==> src/rtl/fifo_pkg.sv <==
// rtl/fifo_pkg.sv - shared FIFO constants and gray/binary helpers for read and write sides
package fifo_pkg;

  localparam int ADDR_SIZE = 3;
  localparam int DEPTH     = 2 ** ADDR_SIZE;
  localparam int PTR_W     = ADDR_SIZE + 1;

  // Helpers work on a 32-bit container so any pointer width up to 32 can use them.
  function automatic logic [31:0] bin2gray(input logic [31:0] b);
    return b ^ (b >> 1);
  endfunction

  function automatic logic [31:0] gray2bin(input logic [31:0] g);
    logic [31:0] b;
    b = g;
    for (int i = 30; i >= 0; i--) begin
      b[i] = b[i+1] ^ g[i];
    end
    return b;
  endfunction

endpackage

==> src/rtl/read_level_block_if.sv <==
// rtl/read_level_block_if.sv - read-side FIFO control bus between the read logic and its user
interface read_level_block_if #(parameter int addr_size = 3);

  logic                 read_inc_i;
  logic [addr_size:0]   write_to_read_pointer_i;
  logic [addr_size:0]   almost_empty_threshold_i;
  logic                 read_underflow_clear_i;
  logic [addr_size-1:0] read_address_o;
  logic [addr_size:0]   read_pointer_o;
  logic [addr_size:0]   read_level_o;
  logic                 read_empty_o;
  logic                 read_almost_empty_o;
  logic                 read_underflow_o;

  modport master (
    output read_inc_i, write_to_read_pointer_i, almost_empty_threshold_i, read_underflow_clear_i,
    input  read_address_o, read_pointer_o, read_level_o, read_empty_o, read_almost_empty_o,
           read_underflow_o
  );

  modport slave (
    input  read_inc_i, write_to_read_pointer_i, almost_empty_threshold_i, read_underflow_clear_i,
    output read_address_o, read_pointer_o, read_level_o, read_empty_o, read_almost_empty_o,
           read_underflow_o
  );

endinterface

==> src/rtl/read_level_block_gray_to_binary.sv <==
// rtl/read_level_block_gray_to_binary.sv - parametrised XOR-prefix gray to binary converter
module gray_to_binary #(
  parameter int width = 4
) (
  input  logic [width-1:0] gray_i,
  output logic [width-1:0] binary_o
);

  always_comb begin
    binary_o = gray_i;
    for (int i = width - 2; i >= 0; i--) begin
      binary_o[i] = binary_o[i+1] ^ gray_i[i];
    end
  end

endmodule

==> src/rtl/read_level_block.sv <==
// rtl/read_level_block.sv - async FIFO read-side pointers, level and flags
// Optional READ_PTR_SYNC_EN: internal two-flop synchroniser on the incoming write pointer.
module read_level_block
  import fifo_pkg::*;
#(
  parameter int addr_size = 3
) (
  input logic               read_clock_i,
  input logic               read_reset_i,
  read_level_block_if.slave bus
);

  localparam int pw = addr_size + 1;

  logic [pw-1:0] write_gray;
  logic [pw-1:0] write_binary;
  logic [pw-1:0] read_binary_q;
  logic [pw-1:0] read_gray_q;
  logic [pw-1:0] read_binary_next;
  logic [pw-1:0] read_gray_next;
  logic [pw-1:0] level_next;
  logic [pw-1:0] level_q;
  logic          empty_q;
  logic          almost_empty_q;
  logic          underflow_q;
  logic          pop;

`ifdef READ_PTR_SYNC_EN
  logic [pw-1:0] write_sync_q1;
  logic [pw-1:0] write_sync_q2;

  always_ff @(posedge read_clock_i or posedge read_reset_i) begin
    if (read_reset_i) begin
      write_sync_q1 <= '0;
      write_sync_q2 <= '0;
    end else begin
      write_sync_q1 <= bus.write_to_read_pointer_i;
      write_sync_q2 <= write_sync_q1;
    end
  end

  assign write_gray = write_sync_q2;
`else
  assign write_gray = bus.write_to_read_pointer_i;
`endif

  gray_to_binary #(.width(pw)) u_write_g2b (
    .gray_i   (write_gray),
    .binary_o (write_binary)
  );

  // Flags are computed from the post-pop pointer so the last pop raises empty on its own edge.
  assign pop              = bus.read_inc_i & ~empty_q;
  assign read_binary_next = read_binary_q + {{(pw-1){1'b0}}, pop};
  assign read_gray_next   = pw'(bin2gray(32'(read_binary_next)));
  assign level_next       = write_binary - read_binary_next;

  always_ff @(posedge read_clock_i or posedge read_reset_i) begin
    if (read_reset_i) begin
      read_binary_q  <= '0;
      read_gray_q    <= '0;
      level_q        <= '0;
      empty_q        <= 1'b1;
      almost_empty_q <= 1'b1;
      underflow_q    <= 1'b0;
    end else begin
      read_binary_q  <= read_binary_next;
      read_gray_q    <= read_gray_next;
      level_q        <= level_next;
      empty_q        <= (write_gray == read_gray_next);
      almost_empty_q <= (level_next <= bus.almost_empty_threshold_i);
      if (bus.read_inc_i && empty_q) begin
        underflow_q <= 1'b1;
      end else if (bus.read_underflow_clear_i) begin
        underflow_q <= 1'b0;
      end
    end
  end

  assign bus.read_address_o      = read_binary_q[addr_size-1:0];
  assign bus.read_pointer_o      = read_gray_q;
  assign bus.read_level_o        = level_q;
  assign bus.read_empty_o        = empty_q;
  assign bus.read_almost_empty_o = almost_empty_q;
  assign bus.read_underflow_o    = underflow_q;

endmodule

==> src/flat_wrapper.sv <==
// flat-port wrapper written by rule: the top's interface ports become plain ports
module read_level_block_flat import fifo_pkg::*;
#(
  parameter int addr_size = 3
)
  (read_clock_i, read_reset_i, bus_read_inc_i, bus_write_to_read_pointer_i, bus_almost_empty_threshold_i, bus_read_underflow_clear_i, bus_read_address_o, bus_read_pointer_o, bus_read_level_o, bus_read_empty_o, bus_read_almost_empty_o, bus_read_underflow_o);
  read_level_block_if #(.addr_size(addr_size)) bus_i ();
  input logic read_clock_i;
  input logic read_reset_i;
  input wire logic [$bits(bus_i.read_inc_i)-1:0] bus_read_inc_i;
  input wire logic [$bits(bus_i.write_to_read_pointer_i)-1:0] bus_write_to_read_pointer_i;
  input wire logic [$bits(bus_i.almost_empty_threshold_i)-1:0] bus_almost_empty_threshold_i;
  input wire logic [$bits(bus_i.read_underflow_clear_i)-1:0] bus_read_underflow_clear_i;
  output wire logic [$bits(bus_i.read_address_o)-1:0] bus_read_address_o;
  output wire logic [$bits(bus_i.read_pointer_o)-1:0] bus_read_pointer_o;
  output wire logic [$bits(bus_i.read_level_o)-1:0] bus_read_level_o;
  output wire logic [$bits(bus_i.read_empty_o)-1:0] bus_read_empty_o;
  output wire logic [$bits(bus_i.read_almost_empty_o)-1:0] bus_read_almost_empty_o;
  output wire logic [$bits(bus_i.read_underflow_o)-1:0] bus_read_underflow_o;
  assign bus_i.read_inc_i = bus_read_inc_i;
  assign bus_i.write_to_read_pointer_i = bus_write_to_read_pointer_i;
  assign bus_i.almost_empty_threshold_i = bus_almost_empty_threshold_i;
  assign bus_i.read_underflow_clear_i = bus_read_underflow_clear_i;
  assign bus_read_address_o = bus_i.read_address_o;
  assign bus_read_pointer_o = bus_i.read_pointer_o;
  assign bus_read_level_o = bus_i.read_level_o;
  assign bus_read_empty_o = bus_i.read_empty_o;
  assign bus_read_almost_empty_o = bus_i.read_almost_empty_o;
  assign bus_read_underflow_o = bus_i.read_underflow_o;
  read_level_block #(.addr_size(addr_size)) u_core (.read_clock_i(read_clock_i), .read_reset_i(read_reset_i), .bus(bus_i));
endmodule
==> config.mk <==
export PLATFORM = sky130hd
export DESIGN_NAME = read_level_block_flat
export DESIGN_NICKNAME = d
export VERILOG_FILES = /design/src/rtl/fifo_pkg.sv /design/src/rtl/read_level_block_if.sv /design/src/rtl/read_level_block_gray_to_binary.sv /design/src/rtl/read_level_block.sv /design/src/flat_wrapper.sv
export SDC_FILE = /design/constraint.sdc
export NUM_CORES = 1
export LEC_CHECK = 0
export ABC_AREA = 1
export CORE_MARGIN = 5
export CORE_UTILIZATION = 45
export DETAILED_ROUTE_END_ITERATION = 12
export PLACE_DENSITY = 0.78
export SETUP_SLACK_MARGIN = 0.2
export SYNTH_ARGS = -nofsm -noshare
export SYNTH_HDL_FRONTEND = slang
export SYNTH_SLANG_ARGS = --single-unit
==> constraint.sdc <==
create_clock -name read_clock_i -period 3.3 [get_ports read_clock_i]
set_input_delay 0.66 -clock read_clock_i [delete_from_list [all_inputs] [get_ports read_clock_i]]
set_output_delay 0.66 -clock read_clock_i [all_outputs]
set_load 0.02 [all_outputs]
==> flow_summary.toml, run 1 <==
[clock_tree]
root_buffer = "clkbuf_4"
cts_made_buffers = 3
cts_buffer_depth = 2
clkSinkCount = 14
clock_latency_ps = 260
clk_pin_slew_ps = 70
htree_levels = 1
cts_tree = "done"
ctsHoldBuffers = 0

[sta]
finalMaxSlewViolations = 0
rsz0062_at_grt = "false"
fin_worst_skew_ps = 1.69
slew_headroom = 0.680
worst_slack_ps = 335
setup_viol = 0
fin_crit_sh = 0.898
max_freq_mhz = 337
hold_viol = 0
fin_crit_ps = 2960
worst_pin_slew_ps = 479

[global_route]
antenna_found_initial = 0
grt_max_degree = 15
overflow = 0
grt_use_total = 0.158
grt_pass1_vias = 733
grt_pass1_wl_mm = 3.10

[finish]
final_area_um2 = 1240
antennaDiodeCount = 0
num-fill-cells = 141
num-nets-final = 156
drive_gt1_frac = 0.189
area_growth_pct = 50.8

[yosys]
yosysWarnings = 0
syn_nets = 118
netlist_instances = 96
synth_area_um2 = 825
synth_area_per_cell_um2 = 8.59
synth-seq-area-share = 0.428
ys_types = 16
synth_seq_cells = 14

[floorplan]
fp.dieH_um = 52.8
dieArea_um2 = 2790
die_width_um = 52.8
rows = 15
ios = 26
fp.coreArea_um2 = 1730
initial_utilization = 0.478

[power_and_ir_drop]
power.switching_mw = 0.620
internal-power_mw = 0.800
vdd_drop_max_v = 0.000640
sw_frac_of_total = 0.437
pwr-share-comb = 0.714
pwr-share-clk = 0.060
p_per_area_nw_per_um2 = 1140
seqPwrFrac = 0.226
power.leakage_nw = 0.632
finalPower_mw = 1.42

[placement]
place_area_um2 = 1140
detailedPlace.worstSlack_ps = -215
gp_congestion = 0.752
hpwl_mm = 1.47
io_buffers = 25

[detailed_routing]
wl_mm = 1.90
drtIter0Drc = 16
via_count = 755
drtAntennaViolNets = 0
via_per_inst = 4.81
post_drt_wl_per_cell_um = 12.1
drc = 0
drt-pass1-iter-count = 5

[setup_path]
worstSetupEndpointType = "register"
worstPathRequired_ps = 3480
slowest_delay_ps = 480
r2r_start = "u_core.bus.read_empty_o"
path_class = "in -> reg"
start_kind = "input pin"
worstPathArrival_ps = 3150
critPathMaxFanout = 3
path_cells = "clkdlybuf4s50_1 > inv_1 > nor2_2 > ha_2 > ha_4 > inv_1 > nand2_2 > nand2_2 > ha_4 > nand2_1 > o21ai_2 > xor2_1 > ha_1 > a21oi_1 > o21ai_0 > o21ai_0"
reg2reg_slack_ps = 780
rr_worst_depth = 13
rr_endpoint = "u_core.bus.read_almost_empty_o"
slowest_stage = "clkdlybuf4s50_1"

[worst_hold_path]
hold_class = "reg -> reg"
holdPathStages = 2
min_to = "u_core.bus.read_underflow_o"
holdCritStartpoint = "u_core.bus.read_underflow_o"

[status]
status = "completed"

[flow_run]
drv_cap = 0
worst max path at each step:
stage / end / slack, ps / from
after floorplan: u_core.bus.read_almost_empty_o / 600 / bus_read_inc_i
after global placement: u_core.bus.read_almost_empty_o / -50 / bus_read_inc_i
after detailed placement: u_core.bus.read_almost_empty_o / -210 / bus_read_inc_i
after CTS: u_core.bus.read_almost_empty_o / 220 / bus_read_inc_i
after global routing: u_core.bus.read_almost_empty_o / 210 / bus_read_inc_i
final: u_core.bus.read_almost_empty_o / 340 / bus_read_inc_i
synth_stat cells:
cell,instances,area (um^2)
nand4_1,1,6.26
nand3b_1,1,7.51
inv_2,1,3.75
a21oi_1,3,15.0
ha_1,9,113
nand3_1,11,55.1
nand2_1,27,101
fa_1,1,20.0
dfstp_2,2,52.6
xnor2_1,2,17.5
dfrtp_1,12,300
inv_1,17,63.8
o21ai_0,4,20.0
xor2_2,2,32.5
xor2_1,1,8.76
nor2_1,2,7.51
worst max-delay path, delay by kind of cell:
kind / cells / cell delay (ps)
buffers and inverters: 3 / 600
XOR/XNOR: 1 / 210
adder cells (fa/ha/maj): 4 / 920
AND/OR/NAND/NOR: 4 / 310
AO/OA/AOI/OAI: 4 / 450
power by group through the flow:
| stage | clock (mW) | combinational, mW | sequential (mW) |
|---|---|---|---|
| 3_5_place_dp | 0 | 0.904 | 0.318 |
| 3_3_place_gp | 0 | 0.872 | 0.313 |
| 6_report | 0.0857 | 1.01 | 0.320 |
| 5_1_grt | 0.0928 | 1.13 | 0.331 |
| 2_1_floorplan | 0 | 0.439 | 0.420 |
| 4_1_cts | 0.0892 | 0.970 | 0.316 |
cell type report:
class | count | area [um^2] | share of cell area
inverter | 18 | 67.6 | 0.0543
multi-input combinational | 64 | 454 | 0.365
sequential | 14 | 353 | 0.284
clock buffer | 3 | 22.5 | 0.0181
timing repair buffer | 33 | 315 | 0.254
tap | 25 | 31.3 | 0.0252
registers in the layout (all words and copies together), names as in the netlist:
signal	flops
u_core.bus.read_almost_empty_o	1
u_core.bus.read_empty_o	1
u_core.bus.read_level_o	4
u_core.bus.read_pointer_o	3
u_core.bus.read_underflow_o	1
u_core.read_binary_q	4
layout by cell type (no fill, tap or decap), types with 2 or more instances in the layout:
cell type / synthesis / routed
ha_1: 9 / 6
dfstp_2: 2 / 2
clkbuf_4: 0 / 3
xor2_2: 2 / 2
nand3_1: 11 / 11
o21ai_0: 4 / 3
buf_4: 0 / 8
clkdlybuf4s50_1: 0 / 23
dlymetal6s2s_1: 0 / 2
a21oi_1: 3 / 2
inv_1: 17 / 17
nand2_2: 0 / 2
ha_4: 0 / 2
dfrtp_1: 12 / 12
nand2_1: 27 / 25
per-stage QoR:
stage	cells	hold WS, ps	TNS (ps)	utilization
6_report	157	538	0	0.720
5_1_grt	157	581	0	0.720
4_1_cts	156	545	0	0.699
3_5_place_dp	151	533	-215	0.662
3_3_place_gp	151	521	-46.7	0.662
2_1_floorplan	96	548	0	-
timing repair:
item,in CTS,in global routing
pin swaps,2,5
setup endpoints to repair,1,1
buffers inserted,2,1
resized for setup,6,7
kinds of logic after synthesis:
group,count (synthesis),synth area share
and+or+nand+nor,42,0.215
buffers and inverters,18,0.0819
DFF,14,0.428
adders and majority gates,10,0.161
AOI/OAI and AO/OA,7,0.0425
xor gates and xnor gates,5,0.0713
metal layers:
| metal | vias to the layer above | GRT usage | part of all wire |
|---|---|---|---|
| met2 | 25 | 0.279 | 0.55 |
| met5 | - | 0 | 0 |
| met1 | 348 | 0.175 | 0.38 |
| li1 | 376 | - | - |
| met4 | 0 | 0.115 | 0.030 |
| met3 | 6 | 0.0114 | 0.044 |
Power figures use the tool's default switching activity.
==> run 2: changes to the inputs <==
--- a/config.mk
+++ b/config.mk
@@ -6,10 +6,12 @@
 export NUM_CORES = 1
 export LEC_CHECK = 0
 export ABC_AREA = 1
+export CELL_PAD_IN_SITES_DETAIL_PLACEMENT = 1
+export CELL_PAD_IN_SITES_GLOBAL_PLACEMENT = 1
 export CORE_MARGIN = 5
-export CORE_UTILIZATION = 45
+export CORE_UTILIZATION = 32
 export DETAILED_ROUTE_END_ITERATION = 12
-export PLACE_DENSITY = 0.78
+export PLACE_DENSITY_LB_ADDON = 0.1
 export SETUP_SLACK_MARGIN = 0.2
 export SYNTH_ARGS = -nofsm -noshare
 export SYNTH_HDL_FRONTEND = slang
==> run 2 against run 1 <==
Setup slack better by 83 ps. Routed wire length increased by 19%. Count of clock-buffer cells in the layout is 1 higher. First-iteration DRC count is 69% lower. Register-to-register slack worse by 90 ps. Critical endpoint unchanged. Highest routed layer unchanged.
==> flow_summary.toml, run 2 (synthesized netlist as in run 1, its figures left out) <==
[finish]
final_util = 0.527
antennaDiodeCount = 0
layout_commonest_cell = "nand2_1"
drive_gt1_frac = 0.226
layout_common_cells = "nand2_1 (25), clkdlybuf4s50_1 (22), inv_1 (17)"
area_growth_pct = 58.3
num-nets-final = 160

[clock_tree]
cts_made_buffers = 3
clkSinkCount = 14
cts_tree = "done"
root_buffer = "clkbuf_4"
cts_buffer_depth = 2
htree_levels = 1
clk_pin_slew_ps = 80
clock_latency_ps = 280

[sta]
fin_crit_ps = 2880
slew_headroom = 0.622
fin_crit_sh = 0.873
fin_worst_skew_ps = 6.94
max_freq_mhz = 347
rsz0062_at_grt = "false"
setup_viol = 0
hold_viol = 0
worst_pin_slew_ps = 566
finalMaxSlewViolations = 0

[detailed_routing]
via_count = 772
drt-pass1-iter-count = 3
drtAntennaViolNets = 0
drtIter0Drc = 5
post_drt_wl_per_cell_um = 13.5
drc = 0
wl_mm = 2.25
via_per_inst = 4.62

[floorplan]
ios = 26
rows = 18
fp.coreArea_um2 = 2480
die_width_um = 60.8
dieArea_um2 = 3690
initial_utilization = 0.333
fp.dieH_um = 60.8

[global_route]
antenna_found_initial = 0
overflow = 0
grt_use_total = 0.139
grt_pass1_wl_mm = 3.79
grt_pass1_vias = 844
grt_max_degree = 15

[setup_path]
slowest_delay_ps = 500
worstPathRequired_ps = 3500
crit_family = "adder cells"
slowest_stage = "clkdlybuf4s50_1"
critPathBufInv = 3
cp_common_cell = "nand2_1"
reg2reg_slack_ps = 690
start_kind = "input pin"
critPathMaxFanout = 3
path_class = "in -> reg"
path_cells = "clkdlybuf4s50_1 > inv_1 > xor2_2 > inv_2 > nand2_1 > nand2_1 > ha_1 > fa_1 > xnor2_2 > ha_1 > nand2_1 > o21ai_0 > o21ai_1"
worstSetupEndpointType = "register"
worstPathArrival_ps = 3080

[placement]
io_buffers = 25
hpwl_mm = 1.83
gp_congestion = 0.748

[flow_run]
drv_cap = 0

[power_and_ir_drop]
vdd_drop_max_v = 0.000749
finalPower_mw = 1.56
p_per_area_nw_per_um2 = 1200
power.leakage_nw = 0.669

[status]
status = "completed"

[worst_hold_path]
hold_class = "reg -> reg"
==> run 2: per-layer routing <==
layer  vias up  share of wire  GRT usage  wire length, um
met2        15           0.57      0.267             1290
met3         2          0.037     0.0149               83
met1       375           0.38      0.154              859
met5         -              0          0                0
li1        380              -          -                -
met4         0         0.0084     0.0557               19
==> run 2: where the power goes <==
group	internal [mW]	leakage, nW	switching [mW]	total [mW]
sequential	0.271	0.165	0.0480	0.319
clock	0.0670	0.0210	0.0566	0.124
combinational	0.545	0.483	0.574	1.12
==> run 2: tightest hold or removal path, delay by kind of cell, from the launching register on <==
family	cells	cell delay, ps
AOI/OAI and AO/OA	1	60
DFF	1	380
buffers and inverters	1	50
==> run 2: cell type report <==
type                    count  area [um^2]
fillers                   313         1170
multi-input cells          64          463
flip-flops and latches     14          353
repair buffers             37          348
inverters                  18         67.6
well taps                  30         37.5
clock buffers               4         36.3
==> run 2: stage by stage <==
| step | std cells | worst slack, ps | TNS, ps | hold WS (ps) | instance area (um^2) |
|---|---|---|---|---|---|
| 2_1_floorplan | 96 | 598 | 0 | 548 | 825 |
| 3_3_place_gp | 158 | -81.5 | -81.5 | 515 | 1160 |
| 5_1_grt | 167 | 268 | 0 | 583 | 1310 |
| 6_report | 167 | 418 | 0 | 526 | 1310 |
| 3_5_place_dp | 158 | -263 | -263 | 521 | 1160 |
| 4_1_cts | 165 | 205 | 0 | 537 | 1250 |
==> run 2: repair_timing <==
item                       CTS  global route
hold buffers                 0             0
buffers inserted             3             2
pin swaps                    2             7
gates resized for setup      8             8
setup endpoints to repair    1             1
==> run 2: path summary, 6_finish.rpt <==
kind	startpoint	depth (start not counted)	to
worst max-delay path	bus_write_to_read_pointer_i[1]	13	u_core.bus.read_almost_empty_o
worst min-delay path	u_core.bus.read_underflow_o	2	u_core.bus.read_underflow_o
worst max register to register	u_core.bus.read_empty_o	14	u_core.bus.read_almost_empty_o
worst min register to register	u_core.bus.read_underflow_o	2	u_core.bus.read_underflow_o
max in group asynchronous	read_reset_i	2	u_core.bus.read_empty_o
min in group asynchronous	read_reset_i	2	u_core.bus.read_pointer_o[2]
==> run 3: changes to the inputs <==
--- a/config.mk
+++ b/config.mk
@@ -8,6 +8,7 @@
 export ABC_AREA = 1
 export CELL_PAD_IN_SITES_DETAIL_PLACEMENT = 1
 export CELL_PAD_IN_SITES_GLOBAL_PLACEMENT = 1
+export CORE_ASPECT_RATIO = 0.7
 export CORE_MARGIN = 5
 export CORE_UTILIZATION = 32
 export DETAILED_ROUTE_END_ITERATION = 12
==> run 3 against run 2 <==
Routed wire length grew 12%. Hold slack gained 19 ps. Final area grew 3.7%. Maximum frequency shrank 4.6%. Global-route usage shrank 0.61 points. Cell count grew 4.8%. Via count grew 3.5%. Critical path type unchanged. Largest cell class unchanged.
==> flow_summary.toml, run 3 (synthesized netlist as in run 1, its figures left out) <==
[finish]
layout_common_cells = "nand2_1 (25), clkdlybuf4s50_1 (22), inv_1 (17), buf_4 (17), dfrtp_1 (12)"
area_growth_pct = 64.2
num-nets-final = 165
drive_gt1_frac = 0.270
layout_commonest_cell = "nand2_1"
final_cells = 175
antennaDiodeCount = 0

[global_route]
grt_pass1_vias = 830
overflow = 0
grt_use_total = 0.133
antenna_found_initial = 0
grt_pass1_wl_mm = 3.83
grt_max_degree = 15

[clock_tree]
cts_buffer_depth = 2
clock_latency_ps = 240
htree_levels = 1
root_buffer = "clkbuf_8"
clkSinkCount = 14
cts_tree = "done"
clk_pin_slew_ps = 60
cts_made_buffers = 3
ctsHoldBuffers = 0

[sta]
hold_viol = 0
finalSetupTns_ps = 0
rsz0062_at_grt = "false"
timing.hold.ws_ps = 545
worst_pin_slew_ps = 531
fin_crit_sh = 0.915
finalMaxSlewViolations = 0
max_freq_mhz = 331
setup_viol = 0
slew_headroom = 0.646
worst_slack_ps = 280
fin_worst_skew_ps = 3.20
fin_crit_ps = 3020

[setup_path]
worstPathArrival_ps = 3190
worstPathRequired_ps = 3470
worstSetupEndpointType = "register"
path_class = "in -> reg"
critPathMaxFanout = 3
start_kind = "input pin"

[placement]
detailedPlace.worstSlack_ps = -267
dpl.cell_count = 165
gp_congestion = 0.725
io_buffers = 25
hpwl_mm = 1.90

[floorplan]
rows = 15
dieArea_um2 = 3710
fp.coreArea_um2 = 2460
die_width_um = 70.7
ios = 26
initial_utilization = 0.335
fp.dieH_um = 52.5

[detailed_routing]
drt-pass1-iter-count = 4
via_per_inst = 4.57
drtAntennaViolNets = 0
drc = 0
via_count = 799
drtIter0Drc = 28
post_drt_wl_per_cell_um = 14.3
wl_mm = 2.51

[power_and_ir_drop]
power.leakage_nw = 0.686
p_per_area_nw_per_um2 = 1200
vdd_drop_max_v = 0.000397

[status]
status = "completed"

[worst_hold_path]
hold_class = "reg -> reg"

[flow_run]
drv_cap = 0
-- run 3: cell count changes in the layout (fill, tap and decap cells not counted), sizes merged --
cell,delta
dlymetal6s2s,-1
clkbuf,-1
buf,+5
dlygate4sd2,+1
-- run 3: repair_timing --
action,in CTS,in global routing
setup endpoints to repair,1,1
pin swaps,3,9
hold endpoints to repair,0,0
gates resized for setup,8,12
buffers inserted,4,3
-- run 3: layout make-up --
type | instances | area, um^2
clock buffers | 3 | 41.3
flip-flops and latches | 14 | 353
well taps | 34 | 42.5
repair buffers | 42 | 382
inverters | 18 | 67.6
multi-input cells | 64 | 468
fillers | 297 | 1100
-- run 3: report_power, final --
| part | leakage (nW) | switching, mW | total, mW | internal, mW |
|---|---|---|---|---|
| clock | 0.0216 | 0.0605 | 0.141 | 0.0807 |
| sequential | 0.165 | 0.0478 | 0.320 | 0.272 |
| combinational | 0.499 | 0.610 | 1.17 | 0.558 |
| total | 0.686 | 0.718 | 1.63 | 0.911 |
-- run 3: critical path, cell delays in order --
cell	delay, ps
clkdlybuf4s50_1	490
inv_1	90
xor2_2	200
buf_4	150
nand2_1	40
nand2_1	50
ha_1	230
fa_2	550
inv_1	60
ha_1	310
a21oi_2	200
o21ai_2	80
o21ai_1	80
-- run 3: routing by layer --
metal	part of all wire	vias up	routed length [um]	global-route usage
met5	0	-	0	0
met4	0.011	0	27	0.0281
met3	0.041	2	103	0.0192
met2	0.50	18	1260	0.242
met1	0.45	388	1120	0.170
li1	-	391	-	-
-- run 3: path summary, 6_finish.rpt --
| kind | from | to | slack, ps | cells after the start |
|---|---|---|---|---|
| worst max-delay path | bus_write_to_read_pointer_i[1] | u_core.bus.read_almost_empty_o | 280 | 13 |
| worst min-delay path | u_core.bus.read_underflow_o | u_core.bus.read_underflow_o | 550 | 2 |
| worst max register to register | u_core.bus.read_empty_o | u_core.bus.read_almost_empty_o | 770 | 10 |
| worst min register to register | u_core.bus.read_underflow_o | u_core.bus.read_underflow_o | 550 | 2 |
| max in group asynchronous | read_reset_i | u_core.bus.read_empty_o | 2180 | 2 |
| min in group asynchronous | read_reset_i | u_core.bus.read_level_o[0] | 760 | 2 |
-- run 3: stage by stage --
stage / utilization / area (um^2) / total power [mW]
2_1_floorplan: - / 825 / 0.858
3_3_place_gp: 0.485 / 1190 / 1.23
3_5_place_dp: 0.485 / 1190 / 1.29
4_1_cts: 0.526 / 1290 / 1.51
5_1_grt: 0.551 / 1350 / 1.78
6_report: 0.551 / 1350 / 1.63
